==> config.mk <==
export PLATFORM = sky130hd
export DESIGN_NAME = load_store_unit
export DESIGN_NICKNAME = d
export VERILOG_FILES = /design/src/rtl/lsu_pkg.sv /design/src/rtl/lsu_align.sv /design/src/rtl/load_store_unit.sv
export SDC_FILE = /design/constraint.sdc
export NUM_CORES = 1
export LEC_CHECK = 0
export CAP_MARGIN = 10
export CELL_PAD_IN_SITES_DETAIL_PLACEMENT = 1
export CELL_PAD_IN_SITES_GLOBAL_PLACEMENT = 1
export CORE_ASPECT_RATIO = 0.9
export CORE_MARGIN = 1.5
export CORE_UTILIZATION = 40
export CTS_CLUSTER_SIZE = 12
export DETAILED_ROUTE_END_ITERATION = 6
export GPL_TIMING_DRIVEN = 0
export PLACE_DENSITY_LB_ADDON = 0.25
export SLEW_MARGIN = 20
export SYNTH_ARGS = -nofsm -noshare
export SYNTH_HDL_FRONTEND = slang
export SYNTH_HIERARCHICAL = 1
export SYNTH_SLANG_ARGS = --single-unit
==> constraint.sdc <==
create_clock -name clk -period 4.12 [get_ports clk]
set_input_delay 0.618 -clock clk [delete_from_list [all_inputs] [get_ports clk]]
set_output_delay 0.618 -clock clk [all_outputs]
set_load 0.03 [all_outputs]
==> src/rtl/lsu_pkg.sv <==
// Shared types, funct3 codes and fault detection for the load/store unit.
package lsu_pkg;

  typedef enum logic [1:0] {
    S_IDLE,
    S_ACCESS,
    S_WRITE,
    S_DONE
  } lsu_state_t;

  localparam logic [2:0] F3_B  = 3'b000;
  localparam logic [2:0] F3_H  = 3'b001;
  localparam logic [2:0] F3_W  = 3'b010;
  localparam logic [2:0] F3_BU = 3'b100;
  localparam logic [2:0] F3_HU = 3'b101;

  function automatic logic lsu_fault(input logic we, input logic [2:0] funct3,
                                     input logic [31:0] addr, input int unsigned mem_words);
    logic illegal;
    logic misaligned;
    logic out_of_range;
    if (we) illegal = (funct3 > F3_W);
    else    illegal = !(funct3 inside {F3_B, F3_H, F3_W, F3_BU, F3_HU});
    misaligned   = ((funct3 == F3_H || funct3 == F3_HU) && addr[0]) ||
                   ((funct3 == F3_W) && (addr[1:0] != 2'b00));
    out_of_range = ({2'b00, addr[31:2]} >= mem_words);
    return illegal || misaligned || out_of_range;
  endfunction

endpackage

==> src/rtl/lsu_align.sv <==
// Byte/half lane extraction with extension for loads, lane merge for sub-word stores.
module lsu_align
  import lsu_pkg::*;
(
  input  logic [31:0] word,
  input  logic [15:0] wdata,
  input  logic [1:0]  addr_lo,
  input  logic [2:0]  funct3,
  output logic [31:0] load_data,
  output logic [31:0] store_word
);

  logic [7:0]  byte_lane;
  logic [15:0] half_lane;

  always_comb begin
    byte_lane = '0;
    case (addr_lo)
      2'd0: byte_lane = word[7:0];
      2'd1: byte_lane = word[15:8];
      2'd2: byte_lane = word[23:16];
      2'd3: byte_lane = word[31:24];
      default: byte_lane = '0;
    endcase
    half_lane = addr_lo[1] ? word[31:16] : word[15:0];

    load_data = word;
    case (funct3)
      F3_B:    load_data = {{24{byte_lane[7]}}, byte_lane};
      F3_BU:   load_data = {24'h0, byte_lane};
      F3_H:    load_data = {{16{half_lane[15]}}, half_lane};
      F3_HU:   load_data = {16'h0, half_lane};
      default: load_data = word;
    endcase

    store_word = word;
    if (funct3 == F3_B) begin
      case (addr_lo)
        2'd0: store_word[7:0]   = wdata[7:0];
        2'd1: store_word[15:8]  = wdata[7:0];
        2'd2: store_word[23:16] = wdata[7:0];
        2'd3: store_word[31:24] = wdata[7:0];
        default: store_word = word;
      endcase
    end else if (funct3 == F3_H) begin
      if (addr_lo[1]) store_word[31:16] = wdata;
      else            store_word[15:0]  = wdata;
    end
  end

endmodule

==> src/rtl/load_store_unit.sv <==
// RV32I load/store front-end: request capture, fault checks and word-aligned memory sequencing.
module load_store_unit
  import lsu_pkg::*;
#(
  parameter int unsigned MEM_WORDS = 32
) (
  input  logic        clk,
  input  logic        rst_n,
  input  logic        req_valid,
  output logic        req_ready,
  input  logic        req_we,
  input  logic [2:0]  req_funct3,
  input  logic [31:0] req_addr,
  input  logic [31:0] req_wdata,
  output logic        rsp_valid,
  output logic        rsp_err,
  output logic [31:0] rsp_rdata,
  output logic [31:0] mem_addr,
  input  logic [31:0] mem_rdata,
  output logic        mem_we,
  output logic [31:0] mem_wdata
);

  lsu_state_t  state, state_nx;
  logic        cap_we;
  logic [2:0]  cap_f3;
  logic [31:0] cap_addr;
  logic [31:0] cap_wdata;
  logic        cap_err;
  logic [31:0] load_q;
  logic [31:0] merged_q;
  logic [31:0] align_load;
  logic [31:0] align_store;
  logic        req_fault;

  assign req_fault = lsu_fault(req_we, req_funct3, req_addr, MEM_WORDS);

  lsu_align u_align (
    .word       (mem_rdata),
    .wdata      (cap_wdata[15:0]),
    .addr_lo    (cap_addr[1:0]),
    .funct3     (cap_f3),
    .load_data  (align_load),
    .store_word (align_store)
  );

  always_ff @(posedge clk or negedge rst_n) begin
    if (!rst_n) state <= S_IDLE;
    else        state <= state_nx;
  end

  always_ff @(posedge clk or negedge rst_n) begin
    if (!rst_n) begin
      cap_we    <= 1'b0;
      cap_f3    <= '0;
      cap_addr  <= '0;
      cap_wdata <= '0;
      cap_err   <= 1'b0;
      load_q    <= '0;
      merged_q  <= '0;
    end else begin
      case (state)
        S_IDLE: if (req_valid) begin
          cap_we    <= req_we;
          cap_f3    <= req_funct3;
          cap_addr  <= req_addr;
          cap_wdata <= req_wdata;
          cap_err   <= req_fault;
          load_q    <= '0;
        end
        S_ACCESS: begin
          if (!cap_we) load_q   <= align_load;
          else         merged_q <= align_store;
        end
        default: ;
      endcase
    end
  end

  // Memory-side outputs are pure state decodes so an async reset drops them at once.
  always_comb begin
    state_nx  = state;
    req_ready = 1'b0;
    rsp_valid = 1'b0;
    rsp_err   = 1'b0;
    rsp_rdata = '0;
    mem_addr  = '0;
    mem_we    = 1'b0;
    mem_wdata = '0;
    case (state)
      S_IDLE: begin
        req_ready = 1'b1;
        if (req_valid) state_nx = req_fault ? S_DONE : S_ACCESS;
      end
      S_ACCESS: begin
        mem_addr = {cap_addr[31:2], 2'b00};
        if (cap_we && cap_f3 == F3_W) begin
          mem_we    = 1'b1;
          mem_wdata = cap_wdata;
          state_nx  = S_DONE;
        end else if (cap_we) begin
          state_nx = S_WRITE;
        end else begin
          state_nx = S_DONE;
        end
      end
      S_WRITE: begin
        mem_addr  = {cap_addr[31:2], 2'b00};
        mem_we    = 1'b1;
        mem_wdata = merged_q;
        state_nx  = S_DONE;
      end
      S_DONE: begin
        rsp_valid = 1'b1;
        rsp_err   = cap_err;
        rsp_rdata = (cap_err || cap_we) ? '0 : load_q;
        state_nx  = S_IDLE;
      end
      default: state_nx = S_IDLE;
    endcase
  end

endmodule

== Yosys cells after proc, flatten, opt, wreduce, memory -nomap -nowiden ==
Cells that the tools add are included.
Word-level totals
  flip-flop bits (word level): 135
  input bits: 103
  output and inout port bits: 100
  word-level logic and storage cells: 76
Cells by class
  $lt $le $gt $ge: 2
  eq/ne operators: 16
  muxes and demuxes: 30
  reduce and logical (&&, ||, !) cells: 20
Operator list (count)
  two-way mux 32 bit: 8
  case mux 32 bit (2 select lines): 2
  case mux 32 bit (4 select lines): 1
  two-way mux 16 bit: 3
  two-way mux 8 bit: 4
  case mux 8 bit (4 select lines): 1
  >= comparator 30 x 6 -> 1 bit (second input constant): 1
  equality test 3 bit (second input constant): 4
  equality test 2 bit (second input constant): 4
  case mux 2 bit (4 select lines): 1
  two-way mux 1 bit: 7
  equality test 3 x 1 -> 1 bit (second input constant): 2
  equality test 3 x 2 -> 1 bit (second input constant): 2
  logical NOT 3 bit: 2
  logical OR 1 bit: 5
  nonzero test 5 bit: 1
  equality test 2 x 1 -> 1 bit (second input constant): 2
  logical NOT 2 bit: 2
  two-way mux 2 bit: 2
  inequality test 2 bit (second input constant): 2
  AND reduction 2 bit: 2
  nonzero test 2 bit: 2
  > comparator 3 x 2 -> 1 bit (second input constant): 1
  logical AND 1 bit: 3
  4 further kinds: 4

== Depth between registers and ports, before layout ==
  depth in word-level cells: 9
  mapped depth: 8
  mapped depth without buffers: 6

== Modules after synthesis ==
The synthesis kept the hierarchy.
By module, submodules not included
  load_store_unit: instances 1, cells each 535, area each 6232.2 um^2, sequential area each 3378.2 um^2
  lsu_align: instances 1, cells each 205, area each 1313.8 um^2, sequential area each 0.0 um^2

== Worst setup path before layout ==
OpenSTA, ideal clock, no wires.
  path type: reg-to-output
  start point: register state[1]
  end point: output mem_wdata[6]
  data arrival time: 1717 ps
  required time: 3502 ps
  path slack: 1785 ps
  cell stages (with the launch flop): 9
  path buffers: 2
  cell sequence: dfrtp_1 inv_1 ha_1 buf_2 nand2_2 nor2_4 buf_6 a22oi_1 nor2b_1
Between the ends
  cells in the longest elaborated chain, start to end: 2
  elaborated cells on any way between the ends: 3
  those cells by class: eq/ne (2); mux (1)
RTL lines
  from (decl): RTL line load_store_unit.sv:24  | lsu_state_t state, state_nx;
  from (signal assigned): RTL line load_store_unit.sv:49  | else state <= state_nx;
  equality test 2 bit / equality test 2 x 1 -> 1 bit (equally long branches): RTL line load_store_unit.sv:90  | case (state)
  case mux 32 bit (2 select lines) (*): RTL line load_store_unit.sv:90
  to (decl): RTL line load_store_unit.sv:21  | output logic [31:0] mem_wdata
Mark *: on every way between the ends. The rest lies on a longest branch, timed or not.

== Worst setup path after layout ==
  start point: register state[1]
  end point: output rsp_rdata[1]
Between the ends
  cells in the longest elaborated chain, start to end: 2
RTL lines
  equality test 2 bit: RTL line load_store_unit.sv:90
  two-way mux 32 bit: RTL line load_store_unit.sv:90
  to (decl): RTL line load_store_unit.sv:17  | output logic [31:0] rsp_rdata,
No other way between the ends.

==> flow_metrics.env <==
export IMPL_outcome="completed"
export IMPL_core_um2=18500
export IMPL_tightest_slew_ps=762
export IMPL_post_cts_buffers=0
export IMPL_ys_seq_area_frac=0.448
export IMPL_slew_headroom=0.491
export IMPL_irDropWorstVdd_mv=0.371
export IMPL_grt_util_all_layers=0.255
export IMPL_areaGrowthSynthToFinish_pct=39.0
export IMPL_yosysUniqueCellTypes=42
export IMPL_htree_levels=4
export IMPL_cts_tree="built"
export IMPL_synth_common_cells="135 x dfrtp_1, 134 x nand2_1, 116 x mux2_2"
export IMPL_power_density_nw_per_um2=833
export IMPL_antenna_found_initial=0
export IMPL_port_buffers=200
export IMPL_via_per_inst=5.42
export IMPL_pin_count=203
export IMPL_yosys_most_used_dff="dfrtp_1"
export IMPL_final_area_um2=10500
export IMPL_worst_skew_pair_late_latency_ps=430
export IMPL_path_class="flop to output port"
export IMPL_drive_gt1_frac=0.200
export IMPL_wl_per_cell_um=20.2
export IMPL_die_h_um=133
export IMPL_start_util=0.409
export IMPL_period_needed_ps=3660
export IMPL_ant_nets=0
export IMPL_grt_overflow=0
export IMPL_grt_setup_unrepaired="no"
export IMPL_power_leakage_nw=4.34
export IMPL_clock_path_buffers=2
export IMPL_die_x_um=148
export IMPL_skew_ps=12.2
export IMPL_yosysTopAreaCell="dfrtp_1"
export IMPL_dpl_cell_area_um2=9890
export IMPL_rows=47
export IMPL_yosysMostFrequentCell="dfrtp_1"
export IMPL_synthTopCellsByArea="dfrtp_1 45%, mux2_2 17%, nand2_1 6.7%, and2_1 5.4%, a22oi_1 4.9%"
export IMPL_holdBufCountCts=0
export IMPL_grt_pass1_vias=6755
export IMPL_synth_edff_count=0
export IMPL_fmax_mhz=274
export IMPL_hold_class="primary input to async pin"
export IMPL_synth_area_um2=7550
export IMPL_yosys_warnings=6
export IMPL_synth_seq_cells=135
export IMPL_syn_inst=740
export IMPL_place_ws_ps=846
export IMPL_drt_total_wl_um=24600
export IMPL_grt_max_degree=71
export IMPL_hpwl_um=18400
export IMPL_cts_root_buf="clkbuf_16"
export IMPL_finalHoldViolations=0
export IMPL_grt_pass1_wl_um=38100
export IMPL_die_area_um2=19700
export IMPL_clkSinkCount=135
export IMPL_final_nets=1068
export IMPL_first_pass_iters=6
export IMPL_synth_area_per_cell_um2=10.2
export IMPL_cts_reportedPaths_clkPinSlew_ps=60
export IMPL_synth_top_area_frac=0.448
export IMPL_worstPathArrival_ps=3040
export IMPL_drv_cap=0
export IMPL_num_vias=6604
export IMPL_gp_congestion=0.853
export IMPL_async_flop_share=1.00
export IMPL_fin_crit_sh=0.887
export IMPL_critPathCaptureType="output port"
export IMPL_critPathMaxFanout=10
export IMPL_cts_resized_gates=0
export IMPL_setup_viol=0
export IMPL_setup_ws_ps=464
export IMPL_cts_buffers=17
export IMPL_total_power_mw=8.74
export IMPL_cp_start_kind="flop"
export IMPL_route_detailed_drc=0
export IMPL_worstPathRequired_ps=3500
export IMPL_maxSlewViolCount=0
export IMPL_n_antenna_cell=0
export IMPL_first_iter_violations=453
-- sequential cells by signal (all words and copies together), names as in the netlist --
signal     count
cap_we         1
cap_wdata     32
state          2
cap_f3         3
load_q        32
merged_q      32
cap_err        1
cap_addr      32
-- report_power, final --
part           switching [mW]  total (mW)  internal, mW
clock                   0.596        1.55         0.954
combinational            2.63        4.76          2.13
sequential              0.451        2.42          1.97
total                    3.68        8.74          5.06
-- per-stage QoR --
step	utilization	hold WS [ps]	TNS, ps	instances
2_1_floorplan	-	322	0	741
3_3_place_gp	0.534	455	-416310	1186
3_5_place_dp	0.536	463	0	1187
4_1_cts	0.568	144	0	1218
5_1_grt	0.568	166	0	1218
6_report	0.568	145	0	1218
-- logic make-up after synthesis --
logic type      Yosys count  share of synthesized area
flops                   135                      0.448
fa+ha+maj                 4                    0.00663
simple gates            281                      0.185
buf+inv                  68                     0.0492
compound gates          127                      0.113
mux                     124                      0.198
other cells               1                   0.000497
-- routing by layer --
metal / vias up / track usage / share of wire
met5: - / 0 / 0
met4: 0 / 0.0878 / 0.025
met3: 44 / 0.0555 / 0.059
met2: 251 / 0.407 / 0.47
met1: 3305 / 0.344 / 0.44
li1: 3004 / - / -
-- cell type report --
type                            count  area (um2)
Tap cell                          245         307
Timing Repair Buffer              201        2030
Multi-Input combinational cell    538        3800
Clock inverter                     10         119
Fill cell                        2023        7980
Buffer                             57         330
Inverter                           11        41.3
Clock buffer                       21         480
Sequential cell                   135        3380
-- cell usage in the layout, fill, tap and decap left out, types with 18 or more instances in the layout --
cell type,n
clkdlybuf4s50_1,199
nand2_1,134
and2_1,65
nor2_1,20
clkbuf_1,22
mux2_2,116
nor2b_1,42
buf_2,18
dfrtp_1,135
o21ai_0,34
a22oi_1,49
-- final timing paths --
| kind | startpoint | to | slack (ps) | cells after the start |
|---|---|---|---|---|
| min reg2reg | load_q[20] | load_q[20] | 470 | 2 |
| max | state[1] | rsp_rdata[1] | 460 | 5 |
| min in group clk | load_q[20] | load_q[20] | 470 | 2 |
| max reg2reg | cap_f3[1] | merged_q[7] | 1870 | 5 |
| min | rst_n | cap_addr[7] | 150 | 1 |
| max in group asynchronous | rst_n | load_q[3] | 3240 | 2 |
-- critical path, cell delays in order, from the launching register on --
cell             delay (ps)
dfrtp_1                 420
ha_1                    200
nor3b_1                 640
clkbuf_1                410
and2_1                  240
clkdlybuf4s50_1         690
Note: power is estimated with default switching activity, not from simulation.
